$ cat config.mk
export PLATFORM = sky130hd
export DESIGN_NAME = pipe_stage
export DESIGN_NICKNAME = d
export VERILOG_FILES = /design/src/rtl/lc3b_types.sv /design/src/rtl/pipe_stage_slot.sv /design/src/rtl/pipe_stage.sv
export SDC_FILE = /design/constraint.sdc
export NUM_CORES = 1
export LEC_CHECK = 0
export CAP_MARGIN = 20
export CORE_MARGIN = 3
export CORE_UTILIZATION = 66
export CTS_CLUSTER_DIAMETER = 120
export DETAILED_ROUTE_END_ITERATION = 10
export DONT_BUFFER_PORTS = 1
export PLACE_DENSITY_LB_ADDON = 0.25
export SYNTH_ARGS = -nofsm -noshare
export SYNTH_HDL_FRONTEND = slang
export SYNTH_HIERARCHICAL = 1
export SYNTH_SLANG_ARGS = --single-unit
$ cat constraint.sdc
create_clock -name clk -period 2.9 [get_ports clk]
set_clock_uncertainty 0.05 [all_clocks]
set_input_delay 0.29 -clock clk [delete_from_list [all_inputs] [get_ports clk]]
set_output_delay 0.29 -clock clk [all_outputs]
set_load 0.02 [all_outputs]
$ cat src/rtl/lc3b_types.sv
// Shared LC-3b type definitions.
//
// Contents:
//   pipe_stage_state_t : occupancy state of a two-entry skid pipeline stage
//                        EMPTY = no entries, BUSY = main register only,
//                        FULL  = main plus skid register.
package lc3b_types;

  typedef enum logic [1:0] {
    EMPTY = 2'd0,
    BUSY  = 2'd1,
    FULL  = 2'd2
  } pipe_stage_state_t;

endpackage

$ cat src/rtl/pipe_stage_slot.sv
// One payload register of a pipeline stage.
//
// Ports:
//   clk     : clock, rising edge
//   reset   : synchronous active-high reset, zeroes the register
//   load_i  : capture d_i on the next rising edge
//   clear_i : zero the register on the next rising edge (wins over load_i)
//   d_i     : payload to capture
//   q_o     : held payload
module pipe_stage_slot #(
  parameter int unsigned WIDTH = 16
) (
  input  logic             clk,
  input  logic             reset,
  input  logic             load_i,
  input  logic             clear_i,
  input  logic [WIDTH-1:0] d_i,
  output logic [WIDTH-1:0] q_o
);

  logic [WIDTH-1:0] dataQ;

  // Reset and clear both force zero; otherwise the register only changes
  // when explicitly loaded, so held payloads stay stable while stalled.
  always_ff @(posedge clk) begin
    if (reset || clear_i) begin
      dataQ <= '0;
    end else if (load_i) begin
      dataQ <= d_i;
    end
  end

  assign q_o = dataQ;

endmodule

$ cat src/rtl/pipe_stage.sv
// Two-entry skid pipeline stage with valid/ready handshakes on both sides.
//
// The main register always drives out_data. When the downstream stalls
// while a new payload is accepted, that payload lands in the skid register
// and is moved into main once the main payload has been delivered.
// in_ready depends only on the state register, so there is no combinational
// path from out_ready or in_valid to in_ready.
//
// Parameters:
//   WIDTH          : payload width in bits
//   CLEAR_ON_FLUSH : 1 = zero main and skid on flush, 0 = leave them as-is
//
// Ports:
//   clk, reset     : clock (rising edge) and synchronous active-high reset
//   in_valid/in_ready/in_data    : upstream handshake and payload
//   out_valid/out_ready/out_data : downstream handshake and payload
//   flush          : discard everything held plus any same-cycle input
//   occupancy      : number of held entries (0..2)
//   stall_cycles   : only when PIPE_STAGE_PERF_EN is defined; saturating
//                    count of cycles with out_valid=1 and out_ready=0
module pipe_stage
  import lc3b_types::*;
#(
  parameter int unsigned WIDTH          = 16,
  parameter bit          CLEAR_ON_FLUSH = 1'b0
) (
  input  logic             clk,
  input  logic             reset,
  input  logic             in_valid,
  output logic             in_ready,
  input  logic [WIDTH-1:0] in_data,
  output logic             out_valid,
  input  logic             out_ready,
  output logic [WIDTH-1:0] out_data,
  input  logic             flush,
  output logic [1:0]       occupancy
`ifdef PIPE_STAGE_PERF_EN
  ,
  output logic [15:0]      stall_cycles
`endif
);

  pipe_stage_state_t stateQ;

  logic             inFire;
  logic             outFire;
  logic             mainLoad;
  logic             mainFromSkid;
  logic             skidLoad;
  logic             clearSlots;
  logic [WIDTH-1:0] mainD;
  logic [WIDTH-1:0] skidQ;

  assign in_ready  = (stateQ != FULL);
  assign out_valid = (stateQ != EMPTY);
  assign inFire    = in_valid && in_ready;
  assign outFire   = out_valid && out_ready;

  // A flush drops payloads, so the data registers are either zeroed or
  // simply left alone; out_valid=0 afterwards hides whatever they hold.
  assign clearSlots = flush && CLEAR_ON_FLUSH;

  // Occupancy is a pure decode of the state register.
  always_comb begin
    occupancy = 2'd0;
    case (stateQ)
      BUSY:    occupancy = 2'd1;
      FULL:    occupancy = 2'd2;
      default: occupancy = 2'd0;
    endcase
  end

  // Decide which registers load this cycle. Main takes the new payload
  // whenever it is (or is about to become) free; skid only catches a
  // payload that arrives while main is stalled. In FULL, delivering main
  // promotes skid into main so order is preserved. Flush suppresses all
  // loads because the same-cycle input is discarded too.
  always_comb begin
    mainLoad     = 1'b0;
    mainFromSkid = 1'b0;
    skidLoad     = 1'b0;
    if (!flush) begin
      case (stateQ)
        EMPTY: mainLoad = inFire;
        BUSY: begin
          if (inFire && outFire) begin
            mainLoad = 1'b1;
          end else if (inFire) begin
            skidLoad = 1'b1;
          end
        end
        FULL: begin
          if (outFire) begin
            mainLoad     = 1'b1;
            mainFromSkid = 1'b1;
          end
        end
        default: ;
      endcase
    end
  end

  assign mainD = mainFromSkid ? skidQ : in_data;

  // Handshake FSM. Reset beats flush, and flush beats any handshake; an
  // output fire in a flush cycle has still been taken by the downstream.
  always_ff @(posedge clk) begin
    if (reset) begin
      stateQ <= EMPTY;
    end else if (flush) begin
      stateQ <= EMPTY;
    end else begin
      case (stateQ)
        EMPTY: begin
          if (inFire) stateQ <= BUSY;
        end
        BUSY: begin
          if (inFire && !outFire) begin
            stateQ <= FULL;
          end else if (!inFire && outFire) begin
            stateQ <= EMPTY;
          end
        end
        FULL: begin
          if (outFire) stateQ <= BUSY;
        end
        default: stateQ <= EMPTY;
      endcase
    end
  end

  pipe_stage_slot #(.WIDTH(WIDTH)) u_main (
    .clk     (clk),
    .reset   (reset),
    .load_i  (mainLoad),
    .clear_i (clearSlots),
    .d_i     (mainD),
    .q_o     (out_data)
  );

  pipe_stage_slot #(.WIDTH(WIDTH)) u_skid (
    .clk     (clk),
    .reset   (reset),
    .load_i  (skidLoad),
    .clear_i (clearSlots),
    .d_i     (in_data),
    .q_o     (skidQ)
  );

`ifdef PIPE_STAGE_PERF_EN
  logic [15:0] stallQ;

  // Count cycles where a payload is offered but not taken. Saturates so a
  // long stall never wraps back to a small value; flush does not clear it.
  always_ff @(posedge clk) begin
    if (reset) begin
      stallQ <= 16'd0;
    end else if (out_valid && !out_ready && (stallQ != 16'hFFFF)) begin
      stallQ <= stallQ + 16'd1;
    end
  end

  assign stall_cycles = stallQ;
`endif

endmodule

**Yosys cells after proc, flatten, opt, wreduce, memory -nomap -nowiden**

Cells that the tools add are included.

- Bits in registers: 34
- Latch bits: 0
- Memory bits (writable): 0
- ROM bits: 0
- Input bits: 21
- Output and inout bits: 20
- Word-level logic and storage cells: 37
- Memories kept: 0

- Add/sub/neg operators: 0
- $mul: 0
- Divide/modulo/power cells: 0
- Magnitude comparators: 0
- Equality and inequality tests: 6
- Shifts and indexed selects: 0
- Muxes and demuxes: 17
- Bitwise operators: 0
- Reductions and logical operators: 11

Operator list:

| cell | count |
|---|---|
| $mux 16 | 1 |
| $mux 1 | 9 |
| $mux 2 | 4 |
| $ne 2x2->1 const B | 3 |
| $pmux 2 s3 | 1 |
| $logic_and 1x1->1 | 5 |
| $pmux 2 s2 | 1 |
| $ne 3x3->1 const B | 1 |
| $pmux 1 s3 | 1 |
| $reduce_and 3->1 | 1 |
| $eq 2x1->1 const B | 1 |
| $eq 2x2->1 const B | 1 |
| $logic_not 1->1 | 2 |
| $logic_not 2->1 | 1 |
| $reduce_bool 2->1 | 1 |
| $reduce_or 2->1 | 1 |

**Logic depth before layout (Yosys ltp)**

Gate-level depths: netlist of the first run.

- Word-level depth: 7
- Mapped depth: 11
- Gate-level depth less buffers: 9

**By module**

The synthesis of the first run kept the hierarchy.

By module, submodules not included:

| module | instances | cells an instance | area an instance (µm²) | seq. area each (µm²) |
|---|---|---|---|---|
| pipe_stage_slot | 2 | 53 | 581.8 | 320.3 |
| pipe_stage | 1 | 43 | 397.9 | 40.0 |

**Worst setup path before layout of the first run**

OpenSTA, ideal clock, no wires.

- Path type: reg2reg
- From: register stateQ[0]
- To: register u_main.dataQ[10] (netlist: u_main/q_o[10])
- Library setup time: 0.114 ns
- Arrival: 2.004 ns
- Data required time: 2.736 ns
- Path slack: 0.731 ns
- Cell stages (with the launch flop): 12
- Path buffers: 2
- Period minus slack after synthesis: 2.169 ns
- Cells stage by stage: dfxtp_1 and2b_2 inv_2 and2_1 ha_1 nand2_1 a21o_1 a21oi_1 buf_4 buf_6 mux2i_1 nor2_1

- Longest elaborated chain between the ends: 6
- Elaborated cells on any way between the ends: 15
- Classes of those cells: eq/ne: 3; mux: 7; reduce/logical: 5

Ends and longest elaborated chain:

| element | RTL line | text |
|---|---|---|
| from (decl) | pipe_stage.sv:43 | `pipe_stage_state_t stateQ;` |
| from (signal assigned) | pipe_stage.sv:109 | `stateQ <= EMPTY;` |
| from (signal assigned) | pipe_stage.sv:111 | `stateQ <= EMPTY;` |
| from (signal assigned) | pipe_stage.sv:115 | `if (inFire) stateQ <= BUSY;` |
| $ne 2x2->1 * | pipe_stage.sv:54 | `assign in_ready = (stateQ != FULL);` |
| named net in_ready | pipe_stage.sv:30 | `output logic in_ready,` |
| $logic_and 1x1->1 * | pipe_stage.sv:56 | `assign inFire = in_valid && in_ready;` |
| $logic_and 1x1->1 | pipe_stage.sv:86 | `if (inFire && outFire) begin` |
| $mux 1 | pipe_stage.sv:86 |  |
| $pmux 1 s3 * | pipe_stage.sv:83 | `case (stateQ)` |
| $mux 1 * | pipe_stage.sv:82 | `if (!flush) begin` |
| named net mainLoad | pipe_stage.sv:47 | `logic mainLoad;` |
| to (signal assigned) | pipe_stage_slot.sv:29 | `dataQ <= d_i;` |
| to (decl) | pipe_stage_slot.sv:21 | `logic [WIDTH-1:0] dataQ;` |

Mark *: on every way through the listed nets, which the timed path passes. The rest lies on a longest branch.
A chain may end at the register's enable or synchronous reset.

**Worst setup path in the final report of the first run**

- From: register stateQ[0]
- To: register stateQ[0]

- Longest elaborated chain between the ends: 6
- Elaborated cells on any way between the ends: 17
- Classes of those cells: eq/ne: 6; mux: 2; reduce/logical: 9

Ends and longest elaborated chain:

| element | RTL line | text |
|---|---|---|
| $ne 2x2->1 * | pipe_stage.sv:54 |  |
| named net in_ready | pipe_stage.sv:30 |  |
| $logic_and 1x1->1 * | pipe_stage.sv:56 |  |
| $logic_not 1->1 | pipe_stage.sv:120 | `end else if (!inFire && outFire) begin` |
| $logic_and 1x1->1 | pipe_stage.sv:120 |  |
| $ne 3x3->1 (no source line) | - |  |
| $reduce_and 3->1 (no source line) | - |  |

Marks and branches as above.

==> results_dict.tcl, run 1 <==
set metrics [dict create \
    status "finished clean" \
    final_common_cell "dfxtp_1" \
    ys_seq_elements 34 \
    pwr-share-clk_pct 32.3 \
    grt_max_degree 17 \
    syn_inst 149 \
    die_w_um 54.6 \
    internal_power_uw 625 \
    cp-end-kind "register" \
    rsz0062_at_grt "false" \
    maxCapViolCount 0 \
    path_max_fanout 7 \
    grt_usage_pct 22.2 \
    rows 16 \
    yosys_warnings 6 \
    final_cell_mix "dfxtp_1 (34), mux2i_1 (32), nor2_1 (32), mux2_2 (16), clkbuf_4 (5)" \
    multi_input_area_um2 802 \
    crit_type "reg -> reg" \
    cp_data_required_time_ns 3.13 \
    drt-total-wl_um 2940 \
    grt_overflow 0 \
    top_layer_used "met4" \
    powerDensity_nw_per_um2 495 \
    antenna_found_initial 0 \
    max_freq_mhz 388 \
    postRouteAntennaNets 0 \
    insertion_delay_ns 0.33 \
    p_leak_nw 0.585 \
    min-delay-path-class "in -> reg" \
    hold_slack_ns 0.0568 \
    maxSlewViolCount 0 \
    p_comb_share_pct 8.4 \
    drt_iter0_markers 12 \
    post-route-util_pct 78.5 \
    reg2reg_depth 8 \
    avgSynthCellArea_um2 10.5 \
    p_sw_share_pct 23.4 \
    cts_setup_buffers 0 \
    worstHoldStart "in_data[10]" \
    drc 0 \
    r2r-start "stateQ[0]$_SDFFE_PP0P_" \
    core_area_um2 2100 \
    switchingPower_uw 191 \
    regToRegSetupSlack_ns 0.32 \
    cts_tree "built" \
    dieArea_um2 2990 \
    cts_root_buffer "clkbuf_4" \
    floorplan.die.height_um 54.6 \
    routedWlPerCell_um 16.1 \
    slew_headroom_pct 60.2 \
    setup_viol 0 \
    period_share_pct 88.9 \
    nets 177 \
    cts_hold_buf 3 \
    cts_sinks 34 \
    cp-start-kind "register" \
    dr_total_vias 1032 \
    drt-pass1-iter-count 4 \
    crit_arrival_ns 2.81 \
    synth_area_um2 1560 \
    htree_levels 2 \
    cts_buffers 5 \
    fillers 135 \
    port_buffers 0 \
    num_antenna_cells 0 \
    start_util_pct 74.3 \
    rr_endpoint "stateQ[0]$_SDFFE_PP0P_" \
    viasPerCell 5.67 \
    routed-wl-met2_um 1460 \
    dp_hpwl_um 2150 \
    register_area_um2 681 \
    clk_pin_slew_worst_paths_ns 0.10 \
    hold_viol 0 \
    finalSetupTns_ns 0 \
    holdPathEnd "u_skid/q_o[10]$_SDFFE_PP0P_" \
    ir_drop_mv 0.386 \
    clk_path_buf_depth 2 \
    layout_min_cycle_time_ns 2.58 \
    total_power_uw 816 \
    io_pins 41 \
    cts_resized 0 \
    synth.yosys.seq_area_share_pct 43.6 \
    grt_pass1_vias 1037 \
    area_delta_synth_final_pct 5.61 \
    p_seq_share_pct 59.4 \
    grt_pass1_wl_um 4650 \
    post_synth_num_cell_types 24 \
    drive_gt1_share_pct 20.6 \
    hold-path-cell-count 2 \
    worstMarginPinSlew_ns 0.598 \
    wl_met3_um 271 \
    globalplace.congestion 0.635 \
    wl_met1_um 1170 \
]
==> power groups by stage <==
| stage | clock (mW) | sequential [mW] | combinational [mW] |
|---|---|---|---|
| after detailed placement | 0 | 0.496 | 0.0648 |
| after global routing | 0.289 | 0.486 | 0.0749 |
| after CTS | 0.270 | 0.485 | 0.0684 |
| after floorplan | 0 | 0.494 | 0.0608 |
| after global placement | 0 | 0.495 | 0.0624 |
| final | 0.263 | 0.485 | 0.0684 |
==> critical path: stages (launching register included) <==
cell and delay, ns:
dfxtp_1 0.43, and2b_2 0.31, inv_2 0.17, and2_1 0.18, ha_1 0.24, nand2b_1 0.15, a21o_1 0.18, a211oi_1 0.25
dlygate4sd3_1 0.57
==> flip-flops by register name, indices dropped and copies added, names as in the netlist <==
name	count
stateQ	2
u_main/q_o	16
u_skid/q_o	16
==> metrics by stage <==
step / worst slack, ns / area (um^2) / std cells
2_1_floorplan: 0.731 / 1570 / 150
3_3_place_gp: 0.658 / 1560 / 171
3_5_place_dp: 0.547 / 1560 / 171
4_1_cts: 0.354 / 1650 / 182
5_1_grt: 0.129 / 1650 / 182
6_report: 0.322 / 1650 / 182
==> metal layers <==
layer | track usage [%] | vias up
li1 | - | 507
met1 | 24.6 | 490
met2 | 37.6 | 31
met3 | 9.81 | 4
met4 | 7.47 | 0
met5 | 0 | -
==> synthesized netlist by cell type <==
cell | number | area (um^2)
nor2_1 | 33 | 124
a21o_1 | 2 | 15.0
nor3b_4 | 1 | 18.8
nand2_1 | 3 | 11.3
a211oi_1 | 1 | 7.51
and2b_2 | 1 | 8.76
dfxtp_1 | 34 | 681
inv_2 | 1 | 3.75
nor2b_1 | 1 | 6.26
a2bb2oi_1 | 1 | 8.76
buf_4 | 2 | 15.0
buf_6 | 5 | 56.3
or2_2 | 1 | 6.26
ha_1 | 2 | 25.0
nand2b_1 | 2 | 12.5
mux2i_1 | 32 | 320
and2_1 | 2 | 12.5
a2111oi_0 | 1 | 8.76
inv_1 | 1 | 3.75
conb_1 | 1 | 3.75
clkbuf_2 | 2 | 10.0
a21oi_1 | 2 | 10.0
or2_1 | 2 | 12.5
mux2_2 | 16 | 180
==> worst max-delay path by stage <==
stage,endpoint,start,cells past startpoint,slack (ns)
floorplan,u_main/q_o[10]$_SDFFE_PP0P_,stateQ[0]$_SDFFE_PP0P_,11,0.73
global placement,u_main/q_o[13]$_SDFFE_PP0P_,stateQ[0]$_SDFFE_PP0P_,10,0.66
detailed placement,u_main/q_o[2]$_SDFFE_PP0P_,stateQ[0]$_SDFFE_PP0P_,10,0.55
CTS,stateQ[0]$_SDFFE_PP0P_,stateQ[0]$_SDFFE_PP0P_,8,0.35
global route,stateQ[0]$_SDFFE_PP0P_,stateQ[0]$_SDFFE_PP0P_,8,0.13
finish,stateQ[0]$_SDFFE_PP0P_,stateQ[0]$_SDFFE_PP0P_,8,0.32
==> cells by family (layout without fill, tap and decap cells) <==
logic type,count (synthesis),count (layout),synth area share [%]
adder cells (fa/ha/maj),2,2,1.60
multiplexers,48,48,32.1
flip-flops,34,34,43.6
buffers and inverters,11,16,5.69
other,1,2,0.240
AO/OA/AOI/OAI,7,7,3.21
AND/OR/NAND/NOR,46,46,13.6
==> area by class of cell <==
| cell class | count | area share (%) |
|---|---|---|
| tap | 27 | 2.05 |
| clock inverter | 1 | 0.303 |
| multi-input combinational | 105 | 48.6 |
| sequential | 34 | 41.3 |
| clock buffer | 7 | 3.34 |
| inverter | 2 | 0.455 |
| timing repair buffer | 6 | 3.95 |
Note: power is estimated with default switching activity, not from simulation.
==> run 2, diff against run 1 <==
--- a/config.mk
+++ b/config.mk
@@ -7,7 +7,8 @@
 export LEC_CHECK = 0
 export CAP_MARGIN = 20
 export CORE_MARGIN = 3
-export CORE_UTILIZATION = 66
+export CORE_UTILIZATION = 69
+export CTS_BUF_LIST = sky130_fd_sc_hd__clkbuf_8
 export CTS_CLUSTER_DIAMETER = 120
 export DETAILED_ROUTE_END_ITERATION = 10
 export DONT_BUFFER_PORTS = 1
==> results_dict.tcl, run 2 (same netlist as run 1, synthesis figures left out) <==
set metrics [dict create \
    status "finished clean" \
    postRouteAntennaNets 0 \
    maxCapViolCount 0 \
    cts_setup_buffers 0 \
    grt_usage_pct 22.2 \
    crit_arrival_ns 2.45 \
    clk_pin_slew_worst_paths_ns 0.06 \
    insertion_delay_ns 0.28 \
    path_cells "and2b_2 > inv_2 > and2_1 > ha_1 > nand2_1 > a21o_1 > a21oi_2 > buf_4 > mux2i_1 > nor2_1" \
    cts_hold_buf 0 \
    area_delta_synth_final_pct 4.41 \
    layout_min_cycle_time_ns 2.36 \
    maxSlewViolCount 0 \
    grt_pass1_vias 1066 \
    num_antenna_cells 0 \
    hold_viol 0 \
    rsz0062_at_grt "false" \
    cts_root_buffer "clkbuf_8" \
    max_freq_mhz 424 \
    drc 0 \
    rows 16 \
    nets 175 \
    grt_pass1_wl_um 4380 \
    cp-start-kind "register" \
    core_area_um2 2040 \
    cp-end-kind "register" \
    htree_levels 2 \
    p_leak_nw 0.584 \
    finalSetupTns_ns 0 \
    cp_slowest_cell "dfxtp_1" \
    final_cell_mix "dfxtp_1 (34), mux2i_1 (32), nor2_1 (32), mux2_2 (16), clkbuf_8 (5)" \
    die_w_um 53.6 \
    cpLargestDelayFamily "simple AND/OR/NAND/NOR gates" \
    drive_gt1_share_pct 20.4 \
    cts_buffers 5 \
    io_pins 41 \
    drt-pass1-iter-count 3 \
    final_common_cell "dfxtp_1" \
    clk_path_buf_depth 2 \
    routedWlPerCell_um 15.7 \
    worstMarginPinSlew_ns 0.606 \
    setup_viol 0 \
    port_buffers 0 \
    path_max_fanout 16 \
    crit_type "reg -> reg" \
    cts_sinks 34 \
    cts_tree "built" \
    regToRegSetupSlack_ns 0.54 \
    powerDensity_nw_per_um2 524 \
    viasPerCell 5.74 \
    start_util_pct 76.5 \
    ir_drop_mv 0.559 \
    cts_resized 0 \
    dr_total_vias 1028 \
    grt_max_degree 17 \
    period_share_pct 81.4 \
    min-delay-path-class "in -> reg" \
    slew_headroom_pct 59.6 \
    floorplan.die.height_um 53.6 \
    cp_data_required_time_ns 2.99 \
    dp_hpwl_um 2080 \
    drt_iter0_markers 7 \
    hold_slack_ns 0.0262 \
    grt_overflow 0 \
    path_buf_inv 2 \
    antenna_found_initial 0 \
    drt-total-wl_um 2820 \
    globalplace.congestion 0.654 \
    dieArea_um2 2870 \
    max_stage_delay_ns 0.42 \
]
[run 2: cell count changes in the layout (fill, tap and decap cells not counted), sizes merged]
cell         delta
buf             +1
inv             +2
clkinv          -1
clkbuf          -2
dlygate4sd3     -3
[run 2: metal layers]
metal / vias to the layer above / part of all wire (%) / GRT usage [%]
met3: 6 / 9.2 / 11.1
met4: 0 / 1.7 / 10.2
met2: 32 / 50 / 41.4
li1: 507 / - / -
met5: - / 0 / 0
met1: 483 / 39 / 19.7
[run 2: power by group]
part | leakage, nW | internal [mW] | switching [mW]
Combinational | 0.262 | 0.0317 | 0.0330
Clock | 0.0466 | 0.158 | 0.147
Sequential | 0.275 | 0.474 | 0.0111
Total | 0.584 | 0.663 | 0.191
[run 2: final timing paths]
check	startpoint	to	cells after the start
setup / recovery	stateQ[0]$_SDFFE_PP0P_	u_main/q_o[12]$_SDFFE_PP0P_	10
hold / removal	reset	stateQ[0]$_SDFFE_PP0P_	1
setup reg to reg	stateQ[0]$_SDFFE_PP0P_	u_main/q_o[12]$_SDFFE_PP0P_	10
hold reg to reg	u_skid/q_o[11]$_SDFFE_PP0P_	u_skid/q_o[11]$_SDFFE_PP0P_	2
[run 2: per-stage QoR]
stage          setup slack, ns  instance area [um^2]  power [mW]  util [%]  instances
2_1_floorplan            0.731                  1570       0.555         -        150
5_1_grt                  0.381                  1630       0.885      79.8        179
6_report                 0.540                  1630       0.855      79.8        179
3_3_place_gp             0.656                  1550       0.557      76.1        172
4_1_cts                  0.537                  1630       0.863      79.8        179
3_5_place_dp             0.548                  1550       0.560      76.1        172
[run 2: worst register-to-register path, stage by stage, from the launching register on]
cell and delay [ns]:
dfxtp_1 0.42, and2b_2 0.31, inv_2 0.17, and2_1 0.18, ha_1 0.15, nand2_1 0.05, a21o_1 0.19, a21oi_2 0.13
buf_4 0.29, mux2i_1 0.24, nor2_1 0.06
[run 2: area by class of cell]
type                            count  area [um^2]
Inverter                            2         7.51
Timing Repair Buffer                4         30.0
Sequential cell                    34          681
Clock inverter                      2         7.51
Tap cell                           27         33.8
Multi-Input combinational cell    105          802
Clock buffer                        5         68.8
Fill cell                         141          412
==> run 3, diff against run 2 <==
--- a/config.mk
+++ b/config.mk
@@ -5,9 +5,10 @@
 export SDC_FILE = /design/constraint.sdc
 export NUM_CORES = 1
 export LEC_CHECK = 0
+export ABC_AREA = 1
 export CAP_MARGIN = 20
 export CORE_MARGIN = 3
-export CORE_UTILIZATION = 69
+export CORE_UTILIZATION = 59
 export CTS_BUF_LIST = sky130_fd_sc_hd__clkbuf_8
 export CTS_CLUSTER_DIAMETER = 120
 export DETAILED_ROUTE_END_ITERATION = 10
==> constraint.sdc (replaced) <==
create_clock -name clk -period 2.1 [get_ports clk]
set_clock_uncertainty 0.05 [all_clocks]
set_input_delay 0.21 -clock clk [delete_from_list [all_inputs] [get_ports clk]]
set_output_delay 0.21 -clock clk [all_outputs]
set_load 0.02 [all_outputs]
==> results_dict.tcl, run 3 <==
set metrics [dict create \
    max_freq_mhz 585 \
    viasPerCell 4.78 \
    cp_data_required_time_ns 2.23 \
    num_antenna_cells 0 \
    startpoint "stateQ[0]$_SDFFE_PP0P_" \
    htree_levels 2 \
    cp-start-kind "register" \
    hold_slack_ns 0.0328 \
    drt_iter0_markers 47 \
    path_buf_inv 2 \
    insertion_delay_ns 0.28 \
    drt-pass1-iter-count 4 \
    finalSetupTns_ns 0 \
    powerDensity_nw_per_um2 683 \
    port_buffers 0 \
    rsz0062_at_grt "false" \
    synth_edf_count 0 \
    cts_root_buffer "clkbuf_8" \
    synth_area_um2 1830 \
    syn_inst 291 \
    cts_buffers 5 \
    start_util_pct 64.1 \
    die_w_um 61.7 \
    routed-wl-met2_um 1710 \
    crit_type "reg -> reg" \
    cts_setup_buffers 0 \
    ys_seq_elements 34 \
    area_delta_synth_final_pct 5.06 \
    routedWlPerCell_um 10.5 \
    wl_met1_um 1440 \
    cts_sinks 34 \
    synth_area_leaders "dfxtp_1 (37%), nand2_1 (24%), nor2_1 (10%)" \
    grt_pass1_wl_um 5210 \
    globalplace.congestion 0.808 \
    synth_top_area_share_pct 37.2 \
    crit_arrival_ns 1.84 \
    wl_met3_um 212 \
    final_cell_mix "nand2_1 (117), nor2_1 (50), inv_1 (41), dfxtp_1 (34), nor2_2 (21)" \
    dr_total_vias 1552 \
    yosys_warnings 6 \
    dieArea_um2 3800 \
    maxSlewViolCount 0 \
    avgSynthCellArea_um2 6.29 \
    yosysTopAreaCell "dfxtp_1" \
    worstHoldStart "reset" \
    drt-total-wl_um 3420 \
    nets 316 \
    layout_min_cycle_time_ns 1.71 \
    clk_pin_slew_worst_paths_ns 0.07 \
    min-delay-path-class "in -> reg" \
    drive_gt1_share_pct 14.6 \
    antenna_found_initial 0 \
    postRouteAntennaNets 0 \
    drc 0 \
    cts_hold_buf 0 \
    dp_hpwl_um 2440 \
    grt_usage_pct 18.9 \
    synthTopCellsByCount "nand2_1 (117), nor2_1 (51), inv_1 (41)" \
    fin_cells 325 \
    path_cells "nor2_1 > nor2_1 > inv_1 > ha_1 > nand2_1 > nor2_2 > buf_4 > nand2_1 > nand2_2 > nor2_2" \
    grt_max_degree 33 \
    cpLargestDelayFamily "simple AND/OR/NAND/NOR gates" \
    maxCapViolCount 0 \
    total_power_mw 1.31 \
    top_layer_used "met4" \
    clk_path_buf_depth 2 \
    grt_overflow 0 \
    synth.most_common_cell "nand2_1" \
    grt_pass1_vias 1304 \
    synth.yosys.seq_area_share_pct 37.2 \
    setup_viol 0 \
    core_area_um2 2850 \
    synthArstFlopShare_pct 0 \
    fillers 283 \
    path_max_fanout 32 \
    cp_slowest_cell "dfxtp_1" \
    synthFlopType "dfxtp_1" \
    io_pins 41 \
    rows 19 \
    r2r-start "stateQ[0]$_SDFFE_PP0P_" \
    cp-end-kind "register" \
    ir_drop_mv 0.447 \
    cts_tree "built" \
    p_leak_nw 0.924 \
    status "finished clean" \
    dp_cells 317 \
    hold_viol 0 \
    floorplan.die.height_um 61.7 \
    period_share_pct 81.4 \
    max_stage_delay_ns 0.37 \
    final_common_cell "nand2_1" \
    cts_resized 0 \
    post_synth_num_cell_types 16 \
]
-- run 3: cell types whose count changed in the layout (fill, tap and decap cells not counted), sizes merged, moves of 6 or more --
cell,previous run,this run
mux2,16,0
nand3,0,6
inv,4,43
nand2,3,119
nor2,33,75
mux2i,32,0
-- run 3: through the flow --
stage	util [%]	instance area, um^2	setup slack (ns)
after global placement	64.0	1830	0.456
after floorplan	-	1830	0.446
after detailed placement	64.0	1830	0.401
after CTS	67.4	1920	0.383
final	67.4	1920	0.391
after global routing	67.4	1920	0.142
-- run 3: worst paths after layout --
kind                                              endpoint  slack [ns]  cells after the start
worst max register to register  u_skid/q_o[3]$_SDFFE_PP0P_        0.39                     10
worst max-delay path            u_skid/q_o[3]$_SDFFE_PP0P_        0.39                     10
worst min-delay path                stateQ[0]$_SDFFE_PP0P_        0.03                      3
worst min register to register  u_skid/q_o[2]$_SDFFE_PP0P_        0.42                      2
-- run 3: kinds of logic after synthesis --
group / count (synthesis) / synth area share [%]
and+or+nand+nor: 201 / 47.5
other: 1 / 0.205
buffers and inverters: 53 / 13.7
DFF: 34 / 37.2
adders and majority gates: 2 / 1.37
-- run 3: cell type report --
cell class                      count  area (um^2)  area share [%]
Multi-Input combinational cell    205          903            47.0
Sequential cell                    34          681            35.4
Inverter                           43          161            8.40
Clock buffer                        6         82.6            4.30
Timing Repair Buffer                4         42.5            2.21
Tap cell                           31         38.8            2.02
Clock inverter                      2         12.5           0.651
-- run 3: power by group --
| group | leakage [nW] | switching (mW) | internal (mW) |
|---|---|---|---|
| Clock | 0.0472 | 0.234 | 0.263 |
| Combinational | 0.601 | 0.0856 | 0.0490 |
| Sequential | 0.275 | 0.0225 | 0.659 |
| Total | 0.924 | 0.342 | 0.971 |
-- run 3: worst reg2reg max path: stages (launching register included) --
cell     delay (ns)
dfxtp_1        0.37
nor2_1         0.21
nor2_1         0.09
inv_1          0.06
ha_1           0.13
nand2_1        0.07
nor2_2         0.07
buf_4          0.29
nand2_1        0.14
nand2_2        0.08
nor2_2         0.03
-- run 3: metal layers --
metal | vias up | track usage, %
met2 | 40 | 33.2
met1 | 670 | 20.0
met4 | 0 | 9.39
met5 | - | 0
li1 | 834 | -
met3 | 8 | 6.29
